==> src/rtl/wb_regfile_pkg.sv <==
// wb_regfile_pkg: shared widths, the R0 address and the write-back source select encoding
package wb_regfile_pkg;
  localparam int DATA_W_DEF = 16;
  localparam int ADDR_W_DEF = 4;
  localparam int REG_ZERO = 0;
  typedef enum logic {
    WB_SEL_ALU = 1'b0,
    WB_SEL_MEM = 1'b1
  } wb_sel_e;
endpackage

==> src/rtl/wb_regfile_rf_read_port.sv <==
// rf_read_port: one combinational register-file read port.
// R0 reads as zero, a committing write to the same register is bypassed, otherwise the array is read.
module rf_read_port
  import wb_regfile_pkg::*;
#(
  parameter int DATA_W = DATA_W_DEF,
  parameter int ADDR_W = ADDR_W_DEF
) (
  input  logic [ADDR_W-1:0]                    rd_addr_i,
  input  logic [2**ADDR_W-1:0][DATA_W-1:0]     regs_i,
  input  logic                                 wb_valid_i,
  input  logic [ADDR_W-1:0]                    wb_addr_i,
  input  logic [DATA_W-1:0]                    wb_data_i,
  output logic [DATA_W-1:0]                    rd_data_o
);
  always_comb begin
    rd_data_o = (rd_addr_i == ADDR_W'(REG_ZERO)) ? '0 :
                (wb_valid_i && rd_addr_i == wb_addr_i) ? wb_data_i : regs_i[rd_addr_i];
  end
endmodule

==> src/rtl/wb_regfile.sv <==
// wb_regfile: write-back stage, 2**ADDR_W-entry register file with bypassing read ports and sticky halt.
// Optional retire counter output retire_cnt when WB_RETIRE_CNT_EN is defined.
module wb_regfile
  import wb_regfile_pkg::*;
#(
  parameter int DATA_W = DATA_W_DEF,
  parameter int ADDR_W = ADDR_W_DEF
`ifdef WB_RETIRE_CNT_EN
  , parameter int CNT_W = 32
`endif
) (
  input  logic              clk,
  input  logic              rst_n,
  input  logic [DATA_W-1:0] ldata_wb,
  input  logic [DATA_W-1:0] alu_result_wb,
  input  logic              wb_sel_wb,
  input  logic              we_rf_wb,
  input  logic [ADDR_W-1:0] dst_addr_wb,
  input  logic              hlt_wb,
  input  logic              stall,
  input  logic [ADDR_W-1:0] rd_addr0,
  input  logic [ADDR_W-1:0] rd_addr1,
  output logic [DATA_W-1:0] rd_data0,
  output logic [DATA_W-1:0] rd_data1,
  output logic [DATA_W-1:0] wb_data,
  output logic              wb_valid,
  output logic              halted
`ifdef WB_RETIRE_CNT_EN
  , output logic [CNT_W-1:0] retire_cnt
`endif
);
  logic [2**ADDR_W-1:0][DATA_W-1:0] regs_q;
  logic halted_q, halted_d;
  always_comb begin
    wb_data  = (wb_sel_e'(wb_sel_wb) == WB_SEL_MEM) ? ldata_wb : alu_result_wb;
    wb_valid = we_rf_wb & ~stall & ~halted_q & (dst_addr_wb != ADDR_W'(REG_ZERO));
    halted_d = halted_q | (hlt_wb & ~stall);
  end
  // regs_q[0] is never written, so it stays zero from reset onward
  always_ff @(posedge clk or negedge rst_n) begin
    if (!rst_n) begin
      regs_q   <= '0;
      halted_q <= 1'b0;
    end else begin
      halted_q <= halted_d;
      if (wb_valid) regs_q[dst_addr_wb] <= wb_data;
    end
  end
  assign halted = halted_q;
  rf_read_port #(.DATA_W(DATA_W), .ADDR_W(ADDR_W)) u_rd0 (
    .rd_addr_i (rd_addr0),
    .regs_i    (regs_q),
    .wb_valid_i(wb_valid),
    .wb_addr_i (dst_addr_wb),
    .wb_data_i (wb_data),
    .rd_data_o (rd_data0)
  );
  rf_read_port #(.DATA_W(DATA_W), .ADDR_W(ADDR_W)) u_rd1 (
    .rd_addr_i (rd_addr1),
    .regs_i    (regs_q),
    .wb_valid_i(wb_valid),
    .wb_addr_i (dst_addr_wb),
    .wb_data_i (wb_data),
    .rd_data_o (rd_data1)
  );
`ifdef WB_RETIRE_CNT_EN
  logic [CNT_W-1:0] cnt_q, cnt_d;
  // HLT occupies the slot too, so it retires like any other instruction
  always_comb begin
    cnt_d = (~stall & ~halted_q & (we_rf_wb | hlt_wb) & ~(&cnt_q)) ? cnt_q + 1'b1 : cnt_q;
  end
  always_ff @(posedge clk or negedge rst_n) begin
    if (!rst_n) cnt_q <= '0;
    else cnt_q <= cnt_d;
  end
  assign retire_cnt = cnt_q;
`endif
endmodule
==> config.mk <==
export PLATFORM = sky130hd
export DESIGN_NAME = wb_regfile
export DESIGN_NICKNAME = d
export VERILOG_FILES = /design/src/rtl/wb_regfile_pkg.sv /design/src/rtl/wb_regfile_rf_read_port.sv /design/src/rtl/wb_regfile.sv
export SDC_FILE = /design/constraint.sdc
export NUM_CORES = 1
export LEC_CHECK = 0
export CAP_MARGIN = 10
export CORE_MARGIN = 2
export CORE_UTILIZATION = 32
export DETAILED_ROUTE_END_ITERATION = 8
export GPL_TIMING_DRIVEN = 0
export PLACE_DENSITY = 0.53
export SLEW_MARGIN = 20
export SYNTH_ARGS = -nofsm -noshare
export SYNTH_HDL_FRONTEND = slang
export SYNTH_SLANG_ARGS = --single-unit
==> constraint.sdc <==
create_clock -name clk -period 2.45 [get_ports clk]
set_input_delay 0.3675 -clock clk [delete_from_list [all_inputs] [get_ports clk]]
set_output_delay 0.3675 -clock clk [all_outputs]
set_load 0.01 [all_outputs]
Word level (Yosys, flattened, before mapping)
Index checks and enable logic that the tools add are counted.

cells by class
  bitwise operators = 7
  magnitude comparators = 4
  reductions and logical operators = 6
  multiplexer cells = 12
  equality and inequality tests = 2

operators by type and width
  kind                  count
  $bwmux W256           1
  $bmux W16 S4          2
  $mux W16              8
  $demux W16 S4         1
  $lt A4 B5 Y1 const B  3
  $eq A4 B4 Y1          2
  $logic_not A4 Y1      2
  $and A1 B1 Y1         4
  $ge A4 B1 Y1 const B  1
  $reduce_bool A4 Y1    1
  $logic_and A1 B1 Y1   3
  $not A1 Y1            2
  $or A1 B1 Y1          1

storage, ports and cells
  logic and storage cells = 48
  output and inout port bits = 50
  bits in registers = 257

Logic depth before layout (Yosys ltp)
Gate-level depths: netlist (run 1).

  depth in word-level cells = 7
  mapped depth = 8
  mapped depth without buffers = 4

Cells and area by module
Synthesis (run 1) repeated with hierarchy kept, for this count alone.

unflattened totals
  cell total of the unflattened synthesis = 1070
  area, all modules = 14400.1 µm²

by module, submodules not included
  module        cells an instance  area an instance (µm²)  times used
  wb_regfile    594                9795.6                  1
  rf_read_port  238                2302.2                  2

Worst setup path before layout (run 1)
OpenSTA, ideal clock, no wires.

  kind = input port to output port
  start = in rd_addr1[1]
  end = out rd_data1[11]
  arrival = 1.882 ns
  required time = 2.082 ns
  path slack = 0.200 ns
  buffers on the path = 2
  stages = 6
  cells stage by stage = clkbuf_1 clkbuf_1 mux4_2 mux2_2 a211oi_1 a211oi_2

between the ends
  word-level cells in the longest chain between the ends = 4

RTL lines
  element                                                                line                           text
  from (decl)                                                            wb_regfile.sv:22               input logic [ADDR_W-1:0] rd_addr1,
  $bmux W16 S4 or $eq A4 B4 Y1 (tied branches)                           wb_regfile_rf_read_port.sv:18  (wb_valid_i && rd_addr_i == wb_addr_i) ? wb_data_i : regs_i[rd_addr_i];
  $mux W16 (not written as such) or $logic_and A1 B1 Y1 (tied branches)  wb_regfile_rf_read_port.sv:18
  $mux W16                                                               wb_regfile_rf_read_port.sv:18
  $mux W16 *                                                             wb_regfile_rf_read_port.sv:17  rd_data_o = (rd_addr_i == ADDR_W'(REG_ZERO)) ? '0 :
  to (decl)                                                              wb_regfile.sv:24               output logic [DATA_W-1:0] rd_data1,

Mark *: on every way between the ends. The rest lies on a longest branch, timed or not. The select of a mux whose other input is x is not followed.

Final worst setup path (run 1)
  start = reg halted_q, in the netlist halted
  end = out rd_data0[15]

between the ends
  word-level cells in the longest chain between the ends = 6

RTL lines
  element                     line                           text
  from (decl)                 wb_regfile.sv:33               logic halted_q, halted_d;
  from (signal assigned)      wb_regfile.sv:45               halted_q <= halted_d;
  $not A1 Y1                  wb_regfile.sv:36               wb_valid = we_rf_wb & ~stall & ~halted_q & (dst_addr_wb != ADDR_W'(REG_ZERO));
  $and A1 B1 Y1 (2 in a row)  wb_regfile.sv:36
  $logic_and A1 B1 Y1         wb_regfile_rf_read_port.sv:18
  $mux W16                    wb_regfile_rf_read_port.sv:18
  $mux W16                    wb_regfile_rf_read_port.sv:17
  to (decl)                   wb_regfile.sv:23               output logic [DATA_W-1:0] rd_data0,

No other way between the ends.

==> impl_metrics.env, run 1 <==
export IMPL_violations="negative setup slack"
export IMPL_cts_root_buffer="clkbuf_16"
export IMPL_stdcell_count=2121
export IMPL_tightest_slew_ns=1.01
export IMPL_routed_wl_um=53000
export IMPL_cp_data_required_time_ns=2.08
export IMPL_final_util_pct=42.1
export IMPL_synth_warnings=0
export IMPL_synth_cell_types=35
export IMPL_reg2reg_setup_slack_ns=0.09
export IMPL_grt_pass1_vias=11900
export IMPL_setup_slack_ns=-0.414
export IMPL_drc=0
export IMPL_drtPass1Iterations=5
export IMPL_status="finished with violations"
export IMPL_fmax_mhz=349
export IMPL_startpoint="halted$_DFF_PN0_"
export IMPL_final_nets=1563
export IMPL_rsz0062_at_grt="true"
export IMPL_cts_tree="yes"
export IMPL_start_kind="register"
export IMPL_grt_ovfl_total=0
export IMPL_worstReg2RegEnd="regs_q[253]$_DFFE_PN0P_"
export IMPL_track_usage_pct=23.6
export IMPL_hold_class="primary input to async pin"
export IMPL_fin_worst_skew_ns=0.0311
export IMPL_finalCriticalPeriod_ns=2.86
export IMPL_antenna_found_initial=1
export IMPL_fin_crit_sh_pct=117
export IMPL_fp_dieW_um=213
export IMPL_max_slew_margin_pct=32.4
export IMPL_multi_input_area_um2=7720
export IMPL_clk_pin_slew_ns=0.07
export IMPL_avgSynthCellArea_um2=10.3
export IMPL_cap_viol_max_count=0
export IMPL_crit_path_max_fanout=6
export IMPL_cts_max_path_buffers=3
export IMPL_cp_arrival_ns=2.50
export IMPL_layout_commonest_cell="dfrtp_1"
export IMPL_die_h_um=213
export IMPL_vdd_ir_drop_max_v=0.000366
export IMPL_drtIter0Drc=1285
export IMPL_num_vias=12000
export IMPL_final_cell_mix="dfrtp_1 (256), nand2_1 (161), o21ai_0 (144)"
export IMPL_start_util_pct=32.5
export IMPL_critPathCaptureType="primary output"
export IMPL_cts_sinks=257
export IMPL_regArea_um2=6430
export IMPL_leakage_nw=7.71
export IMPL_gp_congestion=0.936
export IMPL_row_count=76
export IMPL_wl_per_cell_um=25.0
export IMPL_viasPerCell=5.65
export IMPL_cts_max_level=1
export IMPL_finalMaxSlewViolations=0
export IMPL_areaGrowthSynthToFinish_pct=29.7
export IMPL_synth_nets=1406
export IMPL_n_fill_cell=4176
export IMPL_worstSkewPairLatency_ns=0.59
export IMPL_reg2reg_from="halted$_DFF_PN0_"
export IMPL_finalHoldViolCount=0
export IMPL_drive_gt1_share_pct=26.9
export IMPL_dp_hpwl_um=37900
export IMPL_io_pins=100
export IMPL_cts_buffers_inserted=30
export IMPL_cellPowerDensity_nw_per_um2=591
export IMPL_grt_max_degree=92
export IMPL_syn_inst=1356
export IMPL_numPlacedInstances=2036
export IMPL_grt_pass1_wl_um=78600
export IMPL_die_area_um2=45400
export IMPL_drtAntennaViolNets=0
export IMPL_design_core_area_um2=43100
export IMPL_setup_violations_final=33
export IMPL_netlist_area_um2=14000
export IMPL_critPathKind="register to primary output"
export IMPL_portBuffers=92
export IMPL_synth_seq_cells=257
export IMPL_synth_seq_area_share_pct=46.0
export IMPL_reg2reg_depth=7
how the worst max path moves through the flow:
stage                                         end  slack, ns  cells past startpoint
after floorplan                      rd_data1[11]       0.20                      6
after global placement    regs_q[209]$_DFFE_PN0P_     -10.43                      1
after detailed placement             rd_data1[15]      -1.60                      8
after CTS                            rd_data0[12]      -0.47                      7
after global routing                  rd_data0[8]      -0.45                      7
final                                rd_data0[15]      -0.41                      8
sequential cells by signal, indices dropped and copies added, names as in the netlist:
signal and cells:
regs_q 256, halted 1
logic make-up after synthesis:
family	share of synthesized area, %
flip-flops	46.0
XOR/XNOR	0.501
buffers and inverters	5.43
AND/OR/NAND/NOR	8.81
AO/OA/AOI/OAI	15.9
multiplexers	23.4
metal layers:
metal  vias to the layer above  share of wire, %  wire length, µm  track usage (%)
li1                       5219                 -                -                -
met1                      6137                44            23500             34.9
met2                       533                44            23500             36.3
met3                        87               8.7             4600             3.22
met4                         0               2.6             1370             6.49
met5                         -                 0                0                0
power by group:
part	leakage (nW)	total, mW	internal (mW)	switching, mW
combinational	3.65	1.47	0.609	0.858
sequential	3.55	4.50	4.38	0.116
clock	0.513	4.77	2.86	1.91
total	7.71	10.7	7.85	2.88
Yosys cell counts (all sizes together):
cell    instances  share of area [%]
nor2           83                2.2
buf            46                2.0
a21o            2               0.11
mux2i         142                 10
nand3           5               0.18
o32ai          16                1.0
a21oi          96                3.4
and4            3               0.19
xnor2           8               0.50
nor2b           3               0.13
nor3           15               0.54
nand3b          2               0.11
nor4            2               0.18
or3b            5               0.33
dfrtp         257                 46
inv            20               0.54
nor3b           1              0.054
o21ai         161                5.8
clkbuf        109                2.9
or2             2              0.089
o22ai          63                2.8
mux2           32                2.6
a211oi         46                2.8
or4             2               0.11
or3             2              0.089
nand2         161                4.3
mux4           66                 11
nand4           6               0.27
cell type report:
cell class	count	share of cell area, %
Antenna cell	1	0.0138
Buffer	148	4.98
Clock buffer	43	4.74
Clock inverter	11	1.01
Inverter	20	0.434
Multi-Input combinational cell	924	42.5
Sequential cell	257	35.4
Tap cell	585	4.03
Timing Repair Buffer	132	6.81
metrics by stage:
stage,setup WS (ns),instance area (µm²),total power [mW],setup TNS (ns),hold slack (ns)
after CTS,-0.470,17800,10.7,-12.76,0.251
after global placement,-10.43,15600,5.78,-2756.89,0.460
after detailed placement,-1.60,15700,5.81,-89.03,0.257
after floorplan,0.200,14000,5.21,0,0.0719
final,-0.414,18100,10.7,-11.17,0.267
after global routing,-0.445,18100,11.0,-12.40,0.293
worst max-delay path, stage by stage (launching register included):
cell and delay [ns]:
dfrtp_1 0.40, or3b_4 0.39, a21o_4 0.25, or2_1 0.23, buf_6 0.15, buf_12 0.13
buf_6 0.11, a21oi_2 0.10, buf_2 0.14
timing repair:
| action | CTS | global route |
|---|---|---|
| gates resized for setup | 312 | 94 |
| buffers inserted | 27 | 8 |
| hold buffers | 1 | 0 |
| pin swaps | 14 | 19 |
| hold endpoints to repair | 27 | 0 |
| gates cloned | 0 | 1 |
| endpoints found under the setup margin | 49 | 127 |
(Power assumes the default switching activity.)
==> run 2: changes to the inputs <==
Settings changed: CORE_UTILIZATION 32 to 53, PLACE_DENSITY 0.53 to 0.77.
==> impl_metrics.env, run 2 (synthesis gave the netlist of run 1 again) <==
export IMPL_io_pins=100
export IMPL_grt_pass1_wl_um=75600
export IMPL_violations="negative setup slack"
export IMPL_p_int_mw=7.18
export IMPL_drtPass1Iterations=8
export IMPL_wl_per_cell_um=26.8
export IMPL_row_count=59
export IMPL_finalCriticalPeriod_ns=2.81
export IMPL_reg2reg_from="halted$_DFF_PN0_"
export IMPL_critPathKind="register to primary output"
export IMPL_drtAntennaViolNets=0
export IMPL_p_sw_mw=2.76
export IMPL_worstReg2RegEnd="regs_q[190]$_DFFE_PN0P_"
export IMPL_tightest_slew_ns=0.857
export IMPL_cp_slowest_cell="mux4_2"
export IMPL_cp_num_buf_inv=1
export IMPL_largest_reg_flops=256
export IMPL_regMostFlops="regs_q"
export IMPL_cts_buffers_inserted=28
export IMPL_cp_data_required_time_ns=2.08
export IMPL_portBuffers=92
export IMPL_cts_root_buffer="clkbuf_16"
export IMPL_critPathCaptureType="primary output"
export IMPL_reg2reg_setup_slack_ns=0.04
export IMPL_n_fill_cell=1871
export IMPL_pre_cts_slack_ns=-1.50
export IMPL_dp_hpwl_um=34500
export IMPL_regArea_um2=6430
export IMPL_clkPwrFrac_pct=40.1
export IMPL_layout_commonest_cell="dfrtp_1"
export IMPL_grt_max_degree=94
export IMPL_cts_max_level=1
export IMPL_seqPwrFrac_pct=45.3
export IMPL_hold_class="primary input to register"
export IMPL_swShare_pct=27.8
export IMPL_n_antenna_cell=0
export IMPL_final_util_pct=67.9
export IMPL_antenna_found_initial=1
export IMPL_cts_tree="yes"
export IMPL_fp_dieW_um=166
export IMPL_cap_viol_max_count=0
export IMPL_p_comb_share_pct=14.6
export IMPL_fin_worst_skew_ns=0.0174
export IMPL_max_slew_margin_pct=42.9
export IMPL_vdd_ir_drop_max_v=0.000535
export IMPL_final_nets=1555
export IMPL_worstSkewPairLatency_ns=0.56
export IMPL_hold_ws_ns=0.314
export IMPL_die_area_um2=27700
export IMPL_drive_gt1_share_pct=27.2
export IMPL_drtIter0Drc=1711
export IMPL_viasPerCell=6.76
export IMPL_clk_pin_slew_ns=0.06
export IMPL_track_usage_pct=35.8
export IMPL_max_stage_delay_ns=0.49
export IMPL_crit_top_cell="a211oi_2"
export IMPL_cp_arrival_ns=2.44
export IMPL_finalHoldViolCount=0
export IMPL_finalMaxSlewViolations=0
export IMPL_gp_congestion=1.01
export IMPL_setup_slack_ns=-0.356
export IMPL_fin_crit_sh_pct=115
export IMPL_finalPower_mw=9.95
export IMPL_cts_max_path_buffers=3
export IMPL_status="finished with violations"
export IMPL_areaGrowthSynthToFinish_pct=26.1
export IMPL_critPathTopFamily="multiplexers"
export IMPL_die_h_um=166
export IMPL_worstSetupEndpoint="rd_data1[11]"
export IMPL_rsz0062_at_grt="true"
export IMPL_grt_ovfl_total=0
export IMPL_setup_tns_final_ns=-8.95
export IMPL_setup_violations_final=32
export IMPL_routed_wl_um=49900
export IMPL_cts_sinks=257
export IMPL_leakage_nw=7.58
export IMPL_start_kind="register"
export IMPL_crit_chain="mux4_2, mux2_2, a211oi_2, a211oi_2, buf_2"
export IMPL_design_core_area_um2=26000
export IMPL_start_util_pct=53.8
export IMPL_fmax_mhz=356
export IMPL_final_cell_mix="dfrtp_1 (257), nand2_1 (161), o21ai_0 (144)"
export IMPL_num_vias=12600
export IMPL_crit_path_max_fanout=3
export IMPL_cp_num_cells=5
export IMPL_reg2reg_depth=5
export IMPL_multi_input_area_um2=7780
export IMPL_drc=0
export IMPL_startpoint="regs_q[251]$_DFFE_PN0P_"
export IMPL_grt_pass1_vias=12600
export IMPL_cellPowerDensity_nw_per_um2=564
==> run 2: cell count changes in the layout (fill, tap and decap cells not counted), sizes merged <==
cell           previous run  this run
dlymetal6s2s              1         2
buf                     117       109
clkinvlp                  1         2
bufinv                    4         0
clkdlybuf4s50            53        52
inv                      19        21
diode                     1         0
clkinv                    7         9
clkbuf                  145       141
clkdlybuf4s15             3         1
bufbuf                    0         1
==> run 2: what timing repair did <==
action / 4_1_cts / 5_1_grt
setup endpoints to repair: 49 / 101
setup buffers: 19 / 12
gates resized for setup: 362 / 49
hold buffers: 1 / 0
gates cloned: 2 / 0
pin swaps: 23 / 3
hold endpoints to repair: 80 / 0
==> run 2: area by class of cell <==
cell class	instances	share of cell area, %
flip-flops and latches	257	36.5
multi-input cells	924	44.1
well taps	335	2.38
clock buffers	36	4.31
plain buffers	146	5.14
clock inverters	12	0.511
inverters	20	0.426
repair buffers	128	6.67
==> run 2: power groups by stage <==
stage	logic, mW	registers (mW)	clock network [mW]
after global routing	1.53	4.51	4.17
after floorplan	0.677	4.53	0
after global placement	1.17	4.56	0
after detailed placement	1.20	4.57	0
final	1.45	4.50	3.99
after CTS	1.37	4.49	3.97
==> run 2: how the worst min path moves through the flow <==
stage,end,cells past startpoint,start,slack [ns]
global route,regs_q[112]$_DFFE_PN0P_,4,dst_addr_wb[3],0.37
detailed placement,regs_q[9]$_DFFE_PN0P_,1,rst_n,0.40
floorplan,halted$_DFF_PN0_,0,rst_n,0.07
finish,regs_q[127]$_DFFE_PN0P_,4,dst_addr_wb[3],0.31
CTS,regs_q[127]$_DFFE_PN0P_,4,dst_addr_wb[3],0.32
global placement,regs_q[11]$_DFFE_PN0P_,1,regs_q[11]$_DFFE_PN0P_,0.46
==> run 2: tightest hold or removal path, cell delays in order <==
cell	delay [ns]
buf_2	0.21
nor4_4	0.11
nor2_1	0.08
a21oi_1	0.04
==> run 2: through the flow <==
stage / area (µm²) / std cells
2_1_floorplan: 14000 / 1356
3_3_place_gp: 15300 / 1783
3_5_place_dp: 15400 / 1785
4_1_cts: 17400 / 1846
5_1_grt: 17600 / 1858
6_report: 17600 / 1858
==> run 2: metal layers <==
metal  track usage, %  wire length, µm  vias up
li1                 -                -     5204
met3             11.5             6450      204
met5                0                0        -
met4             18.2             2970        0
met1             46.6            18500     6161
met2             54.2            22000      987
==> RTL edit 1 (settings of run 1) <==
Set the package constant `ADDR_W_DEF` to 2 (it was 4).
--- a/src/rtl/wb_regfile_pkg.sv
+++ b/src/rtl/wb_regfile_pkg.sv
@@ -1,7 +1,7 @@
 // wb_regfile_pkg: shared widths, the R0 address and the write-back source select encoding
 package wb_regfile_pkg;
   localparam int DATA_W_DEF = 16;
-  localparam int ADDR_W_DEF = 4;
+  localparam int ADDR_W_DEF = 2;
   localparam int REG_ZERO = 0;
   typedef enum logic {
     WB_SEL_ALU = 1'b0,
Interface: changed (resized dst_addr_wb, rd_addr0 and rd_addr1); port bits go from 100 to 94. The function was not compared with the original's and may differ.
==> RTL edit 1 against run 1 <==
The run ends with DRC left. Final cell count shrank 72%. Cell area shrank 71%. Sequential share of layout area shrank 4.4 points. Total power shrank 72%. First-iteration DRC count shrank 90%. Area after synthesis shrank 73%. Setup slack gained 0.49 ns. Sequential cell count shrank 192. Synthesized cell count shrank 74%. Routed wire length shrank 79%. Register-to-register slack gained 0.57 ns. Via count shrank 75%. Global-route usage shrank 5.1 points. Critical path depth shrank 1.
==> RTL edit 1: results (changes against run 1) <==
non-clk buf share 22.29% (+10 points); most common library cells after synthesis 65 x dfrtp_1, 50 x nor2_1, 48 x mux2i_1; Worst Hold Class flip-flop to flip-flop; fillers 1096 (-74%); CTS Sinks 65 (-75%); Post-Syn Area per Cell 10.98 sq um (+6.4%); Post-Synth XOR/XNOR Area 0.9223% (+0.42 points); Setup Skew 0.005435 ns (-0.02562 ns); number of global-route vias before repair 3146 (-73%); Seq. cell area 1627 sq um (-75%); worst vdd ir 0.2935 mV (-20%); compound-gate portion of the synthesized area 8.103% (-7.8 points); CP top delay family buffers and inverters; Synth cell types 21 (-40%); Power Total 3.007 mW (-72%); initial antenna violation count 0 (-1); Inverters excl. clock 17 (-15%); violated checks DRC; crit-path max FO 4 (-2); mux cell area share after synthesis 31.62% (+8.3 points); LEAKAGE 2.597 nW (-66%); Final nets 500 (-68%); fraction of layout instances using a drive strength above 1 22.78% (-4.1 points); DRT Pass-1 Iters 7 (+2); DP HPWL 7.628 mm (-80%); WL/cell 18.51 um (-26%); Num CTS Buffers 9 (-70%); Final setup viols 0 (-100%); IO Port Bufs 86 (-6.5%); P_sw 0.7830 mW (-73%); vias per cell 5.043 (-11%); overall routing resource usage 18.51% (-5.1 points); Clock Tree Buf Depth 2 (-1); WP data arrival 2.00 ns (-0.50 ns); Placed Cells incl. Taps 576 (-72%); Non-clk bufs 141 (-50%); Syn Nets 390 (-72%); top area cells in the synthesized netlist dfrtp_1 43%, mux4_2 19%, mux2i_1 13%; fraction of area in multi-input gates 36.49% (-6.0 points); Largest register FFs 64 (-75%); Clk pwr share 41.4% (-3.0 points); H-tree Lvls 3 (+2); Worst-Margin Slew 0.6748 ns (-0.3394 ns); Seq. pwr 1.21 mW (-73%); Clock Latency Late Sink 0.32 ns (-0.27 ns); status finished, violations left; count of clock buffers in the final design 10 (-77%); DRC 5 (+5); vias 3046 (-75%)
## RTL edit 1: cell count changes after synthesis, sizes merged, moves of 15 or more
cell and delta:
o32ai -16, a21oi -80, nand2 -129, buf -29, mux2 -32, dfrtp -192
mux4 -34, o21ai -129, nor3 -15, a211oi -46, mux2i -94, o22ai -63
nor2 -33, clkbuf -84
## RTL edit 1: metrics by stage
step | worst slack, ns | TNS (ns) | util, % | hold WS, ns | cell area (sq um)
4_1_cts | -0.004866 | -0.004866 | 45.58 | 0.4793 | 5249
3_3_place_gp | -1.216 | -93.26 | 42.01 | 0.4535 | 4838
2_1_floorplan | 0.5615 | 0 | - | 0.07191 | 3799
3_5_place_dp | -0.6136 | -15.43 | 42.23 | 0.2761 | 4863
6_report | 0.07806 | 0 | 45.44 | 0.4710 | 5233
5_1_grt | -0.009486 | -0.01060 | 45.44 | 0.4921 | 5233
## RTL edit 1: per-layer routing
metal / routed length [um] / vias up / global-route usage, %
met3: 529 / 10 / 2.785
met4: 131 / 0 / 5.610
li1: - / 1421 / -
met1: 5060 / 1532 / 26.04
met2: 5458 / 83 / 29.88
met5: 0 / - / 0
## RTL edit 1: final timing paths
kind / startpoint / endpoint / slack [ns] / depth (start not counted)
max in group asynchronous: rst_n / regs_q[17] / 1.45 / 3
setup reg to reg: halted / regs_q[43] / 0.66 / 7
hold / removal: regs_q[0] / regs_q[0] / 0.47 / 1
min in group asynchronous: rst_n / regs_q[6] / 0.48 / 2
setup / recovery: halted / rd_data1[7] / 0.08 / 7
hold reg to reg: regs_q[0] / regs_q[0] / 0.47 / 1
## RTL edit 1: what timing repair did
action / in CTS / in global routing
gates cloned: 1 / 0
buffers inserted: 9 / 2
resized for setup: 68 / 34
hold buffers: 1 / 0
endpoints found under the hold margin: 20 / 0
endpoints found under the setup margin: 37 / 16
pin swaps: 2 / 2
==> RTL edit 2 (settings of run 1) <==
Made on the original files. Add a define of `WB_RETIRE_CNT_EN`.
--- a/src/rtl/wb_regfile.sv
+++ b/src/rtl/wb_regfile.sv
@@ -1,5 +1,7 @@
 // wb_regfile: write-back stage, 2**ADDR_W-entry register file with bypassing read ports and sticky halt.
 // Optional retire counter output retire_cnt when WB_RETIRE_CNT_EN is defined.
+`define WB_RETIRE_CNT_EN
+
 module wb_regfile
   import wb_regfile_pkg::*;
 #(
New outputs: retire_cnt. Check against the original RTL: not settled (the Yosys comparison gave no result); the edit may change what the design does.
==> RTL edit 2 against run 1 <==
The flow finishes with violations (DRC, setup timing). Register-to-register slack improved by 0.11 ns. Area after synthesis increased by 8.2%. Setup slack improved by 0.15 ns. Cell area up 10%. Critical path depth is 2 lower. First-iteration DRC count decreased by 12%. Final cell count increased by 2.7%. Highest routed layer unchanged. Routed wire length increased by 10%. Sequential cell count up 32. Total power is 13% higher. Hold slack lost 0.023 ns.
==> RTL edit 2: results (changes against run 1) <==
status finished, violations left; violated checks DRC, setup timing; most common library cells after synthesis 289 x dfrtp_1, 149 x nand2_1, 137 x nor2_1; Setup Skew 0.02229 ns (-0.008760 ns); Final nets 1598 (+2.2%); fillers 4385 (+5.0%); DR iter-0 viols 1127 (-12%); DRT Pass-1 Iters 7 (+2); LEAKAGE 8.669 nW (+12%); first-pass GRT wire length 86.17 mm (+9.6%); worst relative slew slack 55.70% (+23 points); DP HPWL 39.54 mm (+4.2%); hold path depth 3; overall routing resource usage 23.84% (+0.20 points); R2R Setup Slk 0.20 ns (+0.11 ns); H-tree Lvls 2 (+1); Worst Hold Class input port to flip-flop; Setup WS post-layout -0.2659 ns (+0.1479 ns); initial antenna violation count 0 (-1); Syn Nets 1393 (-0.92%); top area cells in the synthesized netlist dfrtp_1 48%, mux4_2 19%, a21oi_1 3.7%; Num CTS Buffers 35 (+17%); vias per cell 5.761 (+2.0%); capturing point of the worst reg2reg path regs_q[94]; Largest register FFs 256 (unchanged); largest net degree at the start of global routing 90 (-2.2%); Clock Latency Late Sink 0.56 ns (-0.03 ns); DRC 15 (+15); crit-path max FO 10 (+4); IO Port Bufs 125 (+36%); Post-Place Worst Slack -1.398 ns (+0.2062 ns); WL/cell 26.83 um (+7.4%); Final setup viols 32 (-3.0%); hold worst-path end halted; Clock Tree Buf Depth 3 (unchanged); WP data arrival 2.35 ns (-0.15 ns); Synth cell types 52 (+49%); number of global-route vias before repair 12.64k (+6.6%); # diodes 0 (-1); Final Wtd Congestion 0.9605 (+2.7%); fraction of layout instances using a drive strength above 1 31.49% (+4.6 points); worst vdd ir 0.4045 mV (+10%); Top reg by flops regs_q; sequential area share after synthesis 47.76% (+1.8 points); Synth Warn # 0 (unchanged)
## RTL edit 2: cells by family after synthesis
| logic type | after synthesis | share of synthesized area, % |
|---|---|---|
| flip-flops | 289 | 47.76 |
| buffers and inverters | 156 | 4.859 |
| AO/OA/AOI/OAI | 345 | 13.94 |
| AND/OR/NAND/NOR | 370 | 11.11 |
| adder cells (fa/ha/maj) | 1 | 0.08262 |
| multiplexers | 145 | 20.17 |
| XOR/XNOR | 36 | 2.082 |
## RTL edit 2: worst max-delay path by stage
stage / slack (ns) / startpoint / to
floorplan: 0.32 / rd_addr1[0] / rd_data1[0]
global placement: -11.99 / rst_n / retire_cnt[20]
detailed placement: -1.40 / rd_addr1[1] / rd_data1[6]
CTS: -0.22 / halted / rd_data0[9]
global route: -0.28 / regs_q[189] / rd_data0[13]
finish: -0.27 / rd_addr0[2] / rd_data0[4]
## RTL edit 2: stage by stage
stage / hold slack [ns] / cell area (sq um) / cells / setup TNS [ns]
after global routing: 0.2508 / 20050 / 2179 / -7.244
final: 0.2447 / 20050 / 2179 / -5.769
after CTS: 0.3111 / 19680 / 2174 / -5.084
after floorplan: 0.07191 / 15140 / 1342 / 0
after detailed placement: 0.3372 / 17240 / 2077 / -109.50
after global placement: 0.4519 / 17150 / 2074 / -3552.10
## RTL edit 2: area by class of cell
class	count	area (sq um)	area share [%]
plain buffers	132	922.1	4.598
well taps	607	759.5	3.787
clock buffers	49	1030	5.135
inverters	22	82.58	0.4118
multi-input cells	898	8234	41.06
repair buffers	169	1632	8.136
clock inverters	13	160.2	0.7987
flip-flops and latches	289	7233	36.07
## RTL edit 2: layer usage
layer / wire (um) / global-route usage, %
met1: 24240 / 31.63
met2: 26520 / 36.35
met3: 4742 / 6.215
met4: 2962 / 11.73
met5: 0 / 0
## RTL edit 2: where the power goes
part	leakage [nW]	switching, mW	total [mW]	internal (mW)
Clock	0.585	2.16	5.42	3.26
Combinational	4.11	0.951	1.66	0.709
Sequential	3.97	0.139	5.08	4.94
Total	8.67	3.25	12.2	8.91
## RTL edit 2: timing repair
item | 4_1_cts | 5_1_grt
pin swaps | 46 | 14
hold buffers | 1 | 0
gates cloned | 4 | 1
resized for setup | 353 | 52
endpoints found under the setup margin | 49 | 38
endpoints found under the hold margin | 57 | 0
buffers inserted | 31 | 6
## RTL edit 2: worst max-delay path, cell delays in order
cell,delay [ns]
dlygate4sd2_1,0.41
and2_1,0.58
clkbuf_2,0.50
a221oi_2,0.12
o22ai_1,0.20
buf_2,0.17
